`src/rtl/amm_rd_master.sv`:
```
// Avalon-MM pipelined read initiator: fetches word_cnt_i consecutive words from
// base_addr_i and streams the responses out of a credit-limited FIFO.
module amm_rd_master #(
    parameter int DATA_WIDTH      = 64,
    parameter int ADDR_WIDTH      = 10,
    parameter int CNT_WIDTH       = 11,
    parameter int MAX_OUTSTANDING = 4
) (
    input  logic                  clk_i,
    input  logic                  srst_i,
    input  logic                  run_i,
    input  logic [ADDR_WIDTH-1:0] base_addr_i,
    input  logic [CNT_WIDTH-1:0]  word_cnt_i,
    output logic                  busy_o,
    output logic                  done_o,
    output logic [ADDR_WIDTH-1:0] amm_address_o,
    output logic                  amm_read_o,
    input  logic [DATA_WIDTH-1:0] amm_readdata_i,
    input  logic                  amm_readdatavalid_i,
    input  logic                  amm_waitrequest_i,
    output logic [DATA_WIDTH-1:0] data_o,
    output logic                  data_valid_o,
    input  logic                  data_ready_i
);

    localparam int PW = $clog2(MAX_OUTSTANDING);

    typedef enum logic [1:0] {IDLE, READ, DRAIN, DONE} state_t;

    state_t                state;
    logic [ADDR_WIDTH-1:0] base_q;
    logic [CNT_WIDTH-1:0]  cnt_q;
    logic [CNT_WIDTH-1:0]  issued_q;
    logic [CNT_WIDTH-1:0]  rcvd_q;
    logic [PW:0]           outst_q;
    logic [PW:0]           used_q;
    logic [PW-1:0]         wr_ptr;
    logic [PW-1:0]         rd_ptr;
    logic [DATA_WIDTH-1:0] mem [MAX_OUTSTANDING];

    logic                  accept;
    logic                  rsp;
    logic                  pop;
    logic [CNT_WIDTH-1:0]  issued_nxt;
    logic [PW:0]           outst_nxt;
    logic [PW:0]           used_nxt;
    logic                  credit_ok;

    assign data_valid_o = (used_q != '0);
    assign data_o       = data_valid_o ? mem[rd_ptr] : '0;

    // Credits are judged on post-edge counts, so a pop frees its slot one cycle later.
    always_comb begin
        accept     = amm_read_o & ~amm_waitrequest_i;
        rsp        = amm_readdatavalid_i & ((state == READ) || (state == DRAIN));
        pop        = data_valid_o & data_ready_i;
        issued_nxt = issued_q + CNT_WIDTH'(accept);
        outst_nxt  = outst_q + (PW+1)'(accept) - (PW+1)'(rsp);
        used_nxt   = used_q + (PW+1)'(rsp) - (PW+1)'(pop);
        credit_ok  = ({1'b0, outst_nxt} + {1'b0, used_nxt}) < (PW+2)'(MAX_OUTSTANDING);
    end

    always_ff @(posedge clk_i) begin
        if (rsp) begin
            mem[wr_ptr] <= amm_readdata_i;
        end
    end

    always_ff @(posedge clk_i) begin
        if (srst_i) begin
            state         <= IDLE;
            base_q        <= '0;
            cnt_q         <= '0;
            issued_q      <= '0;
            rcvd_q        <= '0;
            outst_q       <= '0;
            used_q        <= '0;
            wr_ptr        <= '0;
            rd_ptr        <= '0;
            busy_o        <= 1'b0;
            done_o        <= 1'b0;
            amm_read_o    <= 1'b0;
            amm_address_o <= '0;
        end else begin
            issued_q <= issued_nxt;
            rcvd_q   <= rcvd_q + CNT_WIDTH'(rsp);
            outst_q  <= outst_nxt;
            used_q   <= used_nxt;
            if (rsp) begin
                wr_ptr <= wr_ptr + 1'b1;
            end
            if (pop) begin
                rd_ptr <= rd_ptr + 1'b1;
            end
            done_o <= 1'b0;

            case (state)
                IDLE: begin
                    amm_read_o <= 1'b0;
                    if (run_i) begin
                        base_q   <= base_addr_i;
                        cnt_q    <= word_cnt_i;
                        issued_q <= '0;
                        rcvd_q   <= '0;
                        busy_o   <= 1'b1;
                        if (word_cnt_i != '0) begin
                            state         <= READ;
                            amm_read_o    <= 1'b1;
                            amm_address_o <= base_addr_i;
                        end else begin
                            state <= DONE;
                        end
                    end
                end
                READ: begin
                    if (amm_read_o && amm_waitrequest_i) begin
                        amm_read_o <= 1'b1;
                    end else if (issued_nxt == cnt_q) begin
                        amm_read_o <= 1'b0;
                        state      <= DRAIN;
                    end else if (credit_ok) begin
                        amm_read_o    <= 1'b1;
                        amm_address_o <= base_q + ADDR_WIDTH'(issued_nxt);
                    end else begin
                        amm_read_o <= 1'b0;
                    end
                end
                DRAIN: begin
                    if ((rcvd_q == cnt_q) && (used_q == '0)) begin
                        state <= DONE;
                    end
                end
                DONE: begin
                    done_o <= 1'b1;
                    busy_o <= 1'b0;
                    state  <= IDLE;
                end
                default: state <= IDLE;
            endcase
        end
    end

endmodule
```
`config.mk`:
```
export PLATFORM = sky130hd
export DESIGN_NAME = amm_rd_master
export DESIGN_NICKNAME = d
export VERILOG_FILES = /design/src/rtl/amm_rd_master.sv
export SDC_FILE = /design/constraint.sdc
export NUM_CORES = 1
export LEC_CHECK = 0
export ABC_AREA = 1
export ABC_CLOCK_PERIOD_IN_PS = 11400
export CORE_AREA = 5 5 158 160
export DETAILED_ROUTE_END_ITERATION = 7
export DIE_AREA = 0 0 163 165
export PLACE_DENSITY = 0.87
export REMOVE_ABC_BUFFERS = 1
export SYNTH_ARGS = -nofsm -noshare
export SYNTH_HDL_FRONTEND = slang
export SYNTH_SLANG_ARGS = --single-unit
export TNS_END_PERCENT = 1
```
`constraint.sdc`:
```
create_clock -name clk_i -period 11.4 [get_ports clk_i]
set_clock_uncertainty 0.2 [all_clocks]
set_input_delay 3.42 -clock clk_i [delete_from_list [all_inputs] [get_ports clk_i]]
set_output_delay 3.42 -clock clk_i [all_outputs]
set_load 0.005 [all_outputs]
```
==> results.py, run 1 <==
metrics = {
    "clocking": {
        "clockRootBuffer": "clkbuf_16",
        "cts_tree": "yes",
        "cts_buffer_depth": 3,
        "cts_hold_buffers": 0,
        "numClockSinks": 326,
        "cts_resized": 0,
        "clk_pin_slew_ps": 60,
        "clk_latency_ps": 550,
        "cts_made_buffers": 31,
        "cts.htree.levels": 1,
        "post_cts_buffers": 0,
    },
    "power_and_ir_drop": {
        "p_total_mw": 3.94,
        "p_leak_nw": 6.14,
        "powerDensity_nw_per_um2": 235,
        "peakVddDrop_mv": 0.154,
    },
    "grt": {
        "first_global_vias": 10329,
        "grt_max_degree": 112,
        "track_usage_pct": 24.0,
        "grt_pass1_wl_microns": 51700,
        "overflow": 0,
        "antenna_found_initial": 1,
    },
    "min_path": {
        "hold_path_class": "reg -> reg",
    },
    "floorplanning": {
        "rows": 56,
        "coreArea_sq_um": 23300,
        "die_w_microns": 163,
        "num_io_pins": 169,
        "initial_core_util_pct": 59.5,
        "die_h_microns": 165,
        "die_area_sq_um": 26900,
    },
    "route": {
        "vias": 10334,
        "wl_microns": 33000,
        "drtPass1Iterations": 5,
        "ant_nets": 0,
        "initialDrtViolationCount": 898,
        "viasPerCell": 5.70,
        "wl_per_cell_microns": 18.2,
        "drcViolationCount": 0,
    },
    "final_layout": {
        "design_area_sq_um": 16800,
        "areaGrowthSynthToFinish_pct": 21.5,
        "post-route-util_pct": 72.3,
        "fin_cells": 1813,
        "nets": 1589,
        "layout-drive-gt1-share_pct": 5.89,
        "nFillCells": 1526,
    },
    "yosys": {
        "synth_async_sr_flop_share_pct": 0,
        "synth_warnings": 0,
        "synth-seq-area-share_pct": 65.7,
        "synth_edf_count": 256,
        "syn-cell-area_sq_um": 13800,
        "avgSynthCellArea_sq_um": 10.5,
        "ys_seq_elements": 326,
        "synth_flop_cell": "edfxtp_1",
        "synth_cell_types": 36,
        "syn-instance-count": 1322,
    },
    "worst_setup_path": {
        "cp-start-kind": "input pin",
        "end_kind": "flip-flop",
        "worst-path-max-fanout": 13,
        "crit_type": "in -> reg",
        "cp.required_ps": 11680,
        "crit_arrival_ps": 7590,
    },
    "timing": {
        "finalSetupViolations": 0,
        "rsz0062_at_grt": "no",
        "min_period_over_period_pct": 64.2,
        "min_period_ps": 7310,
        "hold_viol": 0,
        "slew_violations": 0,
        "tightestPinTransition_ps": 1170,
        "slew_headroom_pct": 21.8,
        "fmax_mhz": 137,
        "tns_ps": 0,
    },
    "job": {
        "maxCapViolations": 0,
    },
    "placed_design": {
        "port_buffers": 168,
        "dp.cells": 1756,
        "dpl.hpwl_microns": 19700,
        "gp_congestion": 0.931,
        "post_dp_cell_area_sq_um": 15800,
    },
    "status": {
        "status": "finished, final reports clean",
    },
}
[routing by layer]
metal / up-vias / wire length, microns / global-route usage, %
met5: - / 0 / 0
met4: 0 / 1070 / 8.69
met3: 87 / 3110 / 5.09
met2: 548 / 16300 / 41.7
met1: 4897 / 12500 / 29.9
li1: 4802 / - / -
[where the power goes]
part / leakage, nW / total [mW] / internal (mW) / switching [mW]
Clock: 0.487 / 1.04 / 0.610 / 0.429
Sequential: 2.89 / 1.53 / 1.45 / 0.0787
Combinational: 2.76 / 1.37 / 0.583 / 0.789
Total: 6.14 / 3.94 / 2.65 / 1.30
[cells in the mapped netlist (all sizes together) (2+ instances only)]
cell type  count  area, sq um
o21a           3         22.5
xor2          19          166
dfxtp         70         1400
nand4          5         31.3
nand2        113          432
nand3b         5         37.5
edfxtp       256         7690
a21oi        101          505
or2            2         12.5
nor3b          5         42.5
buf           22         93.8
nor3          12         60.1
a31oi          3         18.8
ha            25          313
xnor2          4         35.0
clkbuf        41          154
inv           76          285
fa             3         60.1
nor2         347         1340
nand3         38          238
o21ai        163          816
nor4           2         12.5
mux2i          4         40.0
[kinds of logic after synthesis]
logic type / synth area share (%)
compound gates: 9.90
mux: 0.289
fa+ha+maj: 2.69
simple gates: 16.0
flops: 65.7
buf+inv: 3.85
xor+xnor: 1.62
[worst max-delay path, stage by stage]
cell and delay [ps]:
clkdlybuf4s50_1 400, nand2_1 460, inv_1 170, nand2_1 110, nand2_1 60, ha_1 200, fa_1 380, xor2_1 180
xor2_1 210, inv_1 70, ha_1 270, nor3_1 190, o21a_1 170, nor2_1 50, nor3b_2 760, nand2_2 230
nand2_1 110, nand2_1 50, nor2_1 90
[path summary, 6_finish.rpt]
kind	start	endpoint	slack, ps	cells after the start
hold reg to reg	rd_ptr[1]	flip-flop	260	2
hold / removal	rd_ptr[1]	flip-flop	260	2
setup / recovery	amm_readdatavalid_i	amm_address_o[1]	4090	19
setup reg to reg	state[0]	amm_address_o[1]	6550	20
[sequential cells by signal, indices dropped and copies added (netlist names), 2 cells and up, named ones only]
signal	cells
rcvd_q	11
amm_address_o	10
base_q	10
issued_q	11
mem	256
outst_q	3
rd_ptr	2
used_q	3
cnt_q	11
wr_ptr	2
state	2
[cell type report]
type                    count  area [sq um]  area share (%)
repair buffers            178          1760            10.4
diodes                      1          2.50          0.0149
clock buffers              35           791            4.70
clock inverters            21           240            1.43
well taps                 319           399            2.37
inverters                  76           285            1.70
flip-flops and latches    326          9100            54.1
multi-input cells         857          4250            25.3
[stage by stage]
step           hold slack [ps]  setup WS (ps)
2_1_floorplan              240           2900
4_1_cts                    264           4080
3_3_place_gp               240           3710
6_report                   263           4090
3_5_place_dp               251           3540
5_1_grt                    285           3630
[placed cells by master, fill, tap and decap left out, drive strengths merged, types with 10 or more instances in the layout]
master / instances
o21ai: 163
buf: 10
clkdlybuf4s50: 168
dfxtp: 70
nor3: 12
nand2: 113
clkinv: 11
a21oi: 101
edfxtp: 256
clkbuf: 35
xor2: 19
ha: 25
inv: 76
nand3: 38
nor2: 347
No activity file was read; power rests on OpenSTA's default activity.
==> inputs of run 2 (changes only) <==
--- a/config.mk
+++ b/config.mk
@@ -6,11 +6,11 @@
 export NUM_CORES = 1
 export LEC_CHECK = 0
 export ABC_AREA = 1
-export ABC_CLOCK_PERIOD_IN_PS = 11400
-export CORE_AREA = 5 5 158 160
+export ABC_CLOCK_PERIOD_IN_PS = 7600
+export CORE_AREA = 5 5 164 166
 export DETAILED_ROUTE_END_ITERATION = 7
-export DIE_AREA = 0 0 163 165
-export PLACE_DENSITY = 0.87
+export DIE_AREA = 0 0 169 171
+export PLACE_DENSITY = 0.81
 export REMOVE_ABC_BUFFERS = 1
 export SYNTH_ARGS = -nofsm -noshare
 export SYNTH_HDL_FRONTEND = slang
==> constraint.sdc (replaced) <==
create_clock -name clk_i -period 7.6 [get_ports clk_i]
set_clock_uncertainty 0.2 [all_clocks]
set_input_delay 2.28 -clock clk_i [delete_from_list [all_inputs] [get_ports clk_i]]
set_output_delay 2.28 -clock clk_i [all_outputs]
set_load 0.005 [all_outputs]
==> results.py, run 2 (synthesis gave the netlist of run 1 again) <==
metrics = {
    "status": {
        "status": "finished, final reports clean",
    },
    "grt": {
        "track_usage_pct": 21.8,
        "antenna_found_initial": 1,
        "first_global_vias": 10126,
        "grt_pass1_wl_microns": 50600,
        "grt_max_degree": 66,
        "overflow": 0,
    },
    "final_layout": {
        "largest_register": "mem",
        "layout_commonest_cell": "nor2_1",
        "final_cell_mix": "336 x nor2_1, 256 x edfxtp_1, 168 x clkdlybuf4s50_1",
        "nets": 1595,
        "fin_cells": 1837,
        "seqCellArea_sq_um": 9090,
        "areaGrowthSynthToFinish_pct": 22.4,
        "design_area_sq_um": 16900,
        "largest_reg_flops": 256,
        "multi_input_area_sq_um": 4250,
        "layout-drive-gt1-share_pct": 6.66,
        "nFillCells": 1841,
    },
    "clocking": {
        "cts_made_buffers": 31,
        "numClockSinks": 326,
        "clk_pin_slew_ps": 60,
        "cts_tree": "yes",
        "post_cts_buffers": 0,
        "clockRootBuffer": "clkbuf_16",
        "cts_resized": 0,
        "cts_buffer_depth": 3,
        "cts_hold_buffers": 0,
        "clk_latency_ps": 550,
        "cts.htree.levels": 1,
    },
    "floorplanning": {
        "die_area_sq_um": 28900,
        "die_h_microns": 171,
        "coreArea_sq_um": 25500,
        "die_w_microns": 169,
        "rows": 59,
        "num_io_pins": 169,
        "initial_core_util_pct": 54.3,
    },
    "placed_design": {
        "post_dp_cell_area_sq_um": 15800,
        "dpl.hpwl_microns": 20100,
        "port_buffers": 168,
        "gp_congestion": 0.857,
        "dpl_worst_slack_ps": 1220,
        "dp.cells": 1778,
    },
    "route": {
        "viasPerCell": 5.48,
        "vias": 10063,
        "initialDrtViolationCount": 1078,
        "drcViolationCount": 0,
        "wl_per_cell_microns": 17.7,
        "ant_nets": 0,
        "drtPass1Iterations": 5,
        "wl_microns": 32400,
    },
    "timing": {
        "fin_hold_ws_ps": 263,
        "slew_headroom_pct": 20.1,
        "finalSetupViolations": 0,
        "min_period_over_period_pct": 76.6,
        "rsz0062_at_grt": "no",
        "setup_ws_ps": 1780,
        "hold_viol": 0,
        "tns_ps": 0,
        "tightestPinTransition_ps": 1200,
        "fmax_mhz": 172,
        "slew_violations": 0,
        "min_period_ps": 5820,
    },
    "worst_setup_path": {
        "crit-reg2reg-launch": "state[0]",
        "cp.required_ps": 7850,
        "crit_arrival_ps": 6060,
        "worst-path-max-fanout": 11,
        "cp-start-kind": "input pin",
        "startpoint": "amm_readdatavalid_i",
        "crit_type": "in -> reg",
        "end_kind": "flip-flop",
    },
    "job": {
        "maxCapViolations": 0,
    },
    "power_and_ir_drop": {
        "powerDensity_nw_per_um2": 352,
        "p_leak_nw": 6.21,
        "peakVddDrop_mv": 0.247,
    },
    "min_path": {
        "hold_path_class": "reg -> reg",
        "min_from": "rd_ptr[1]",
    },
}
## run 2: cell types whose count changed in the layout (fill, tap and decap cells not counted), sizes merged
cell      change
clkinv        -3
inv           +2
clkbuf        +6
buf           +6
bufinv        -1
clkinvlp      -2
## run 2: final cells by class
class                           instances  area share (%)
Tap cell                              335            2.47
Sequential cell                       326            53.7
Multi-Input combinational cell        857            25.1
Timing Repair Buffer                  184            10.6
Inverter                               76            1.68
Antenna cell                            1          0.0148
Clock buffer                           41            5.22
Clock inverter                         17            1.19
## run 2: stage by stage
step / total power, mW / util, %
final: 5.96 / 66.5
after global routing: 6.29 / 66.5
after CTS: 5.98 / 66.5
after detailed placement: 4.38 / 62.2
after global placement: 4.33 / 62.2
after floorplan: 3.39 / -
## run 2: where the power goes
group          total, mW  internal, mW  leakage [nW]  switching [mW]
registers           2.30          2.18          2.89           0.121
clock network       1.60         0.956         0.528           0.644
logic               2.05         0.888          2.79            1.17
total               5.96          4.02          6.21            1.93
## run 2: worst max-delay path, stage by stage
cell	delay (ps)
clkdlybuf4s50_1	400
nand2_1	470
inv_1	160
nand2_1	110
nand2_1	60
ha_1	200
fa_1	380
xor2_1	170
xor2_1	190
inv_1	60
ha_1	270
nor3_1	190
o21a_1	180
nor2_1	60
nor3b_2	420
buf_4	250
nand3b_1	90
nand2_1	70
nor2_1	40
## run 2: path summary, 6_finish.rpt
kind	to	slack (ps)	cells after the start
hold reg to reg	flip-flop	260	2
hold / removal	flip-flop	260	2
setup reg to reg	amm_address_o[5]	3110	20
setup / recovery	amm_address_o[5]	1780	19
## run 2: metal layers
metal | vias to the layer above | routed length (microns) | track usage [%]
li1 | 4820 | - | -
met1 | 4786 | 13000 | 27.8
met2 | 397 | 16100 | 38.5
met3 | 60 | 2540 | 3.47
met4 | 0 | 799 | 6.76
met5 | - | 0 | 0
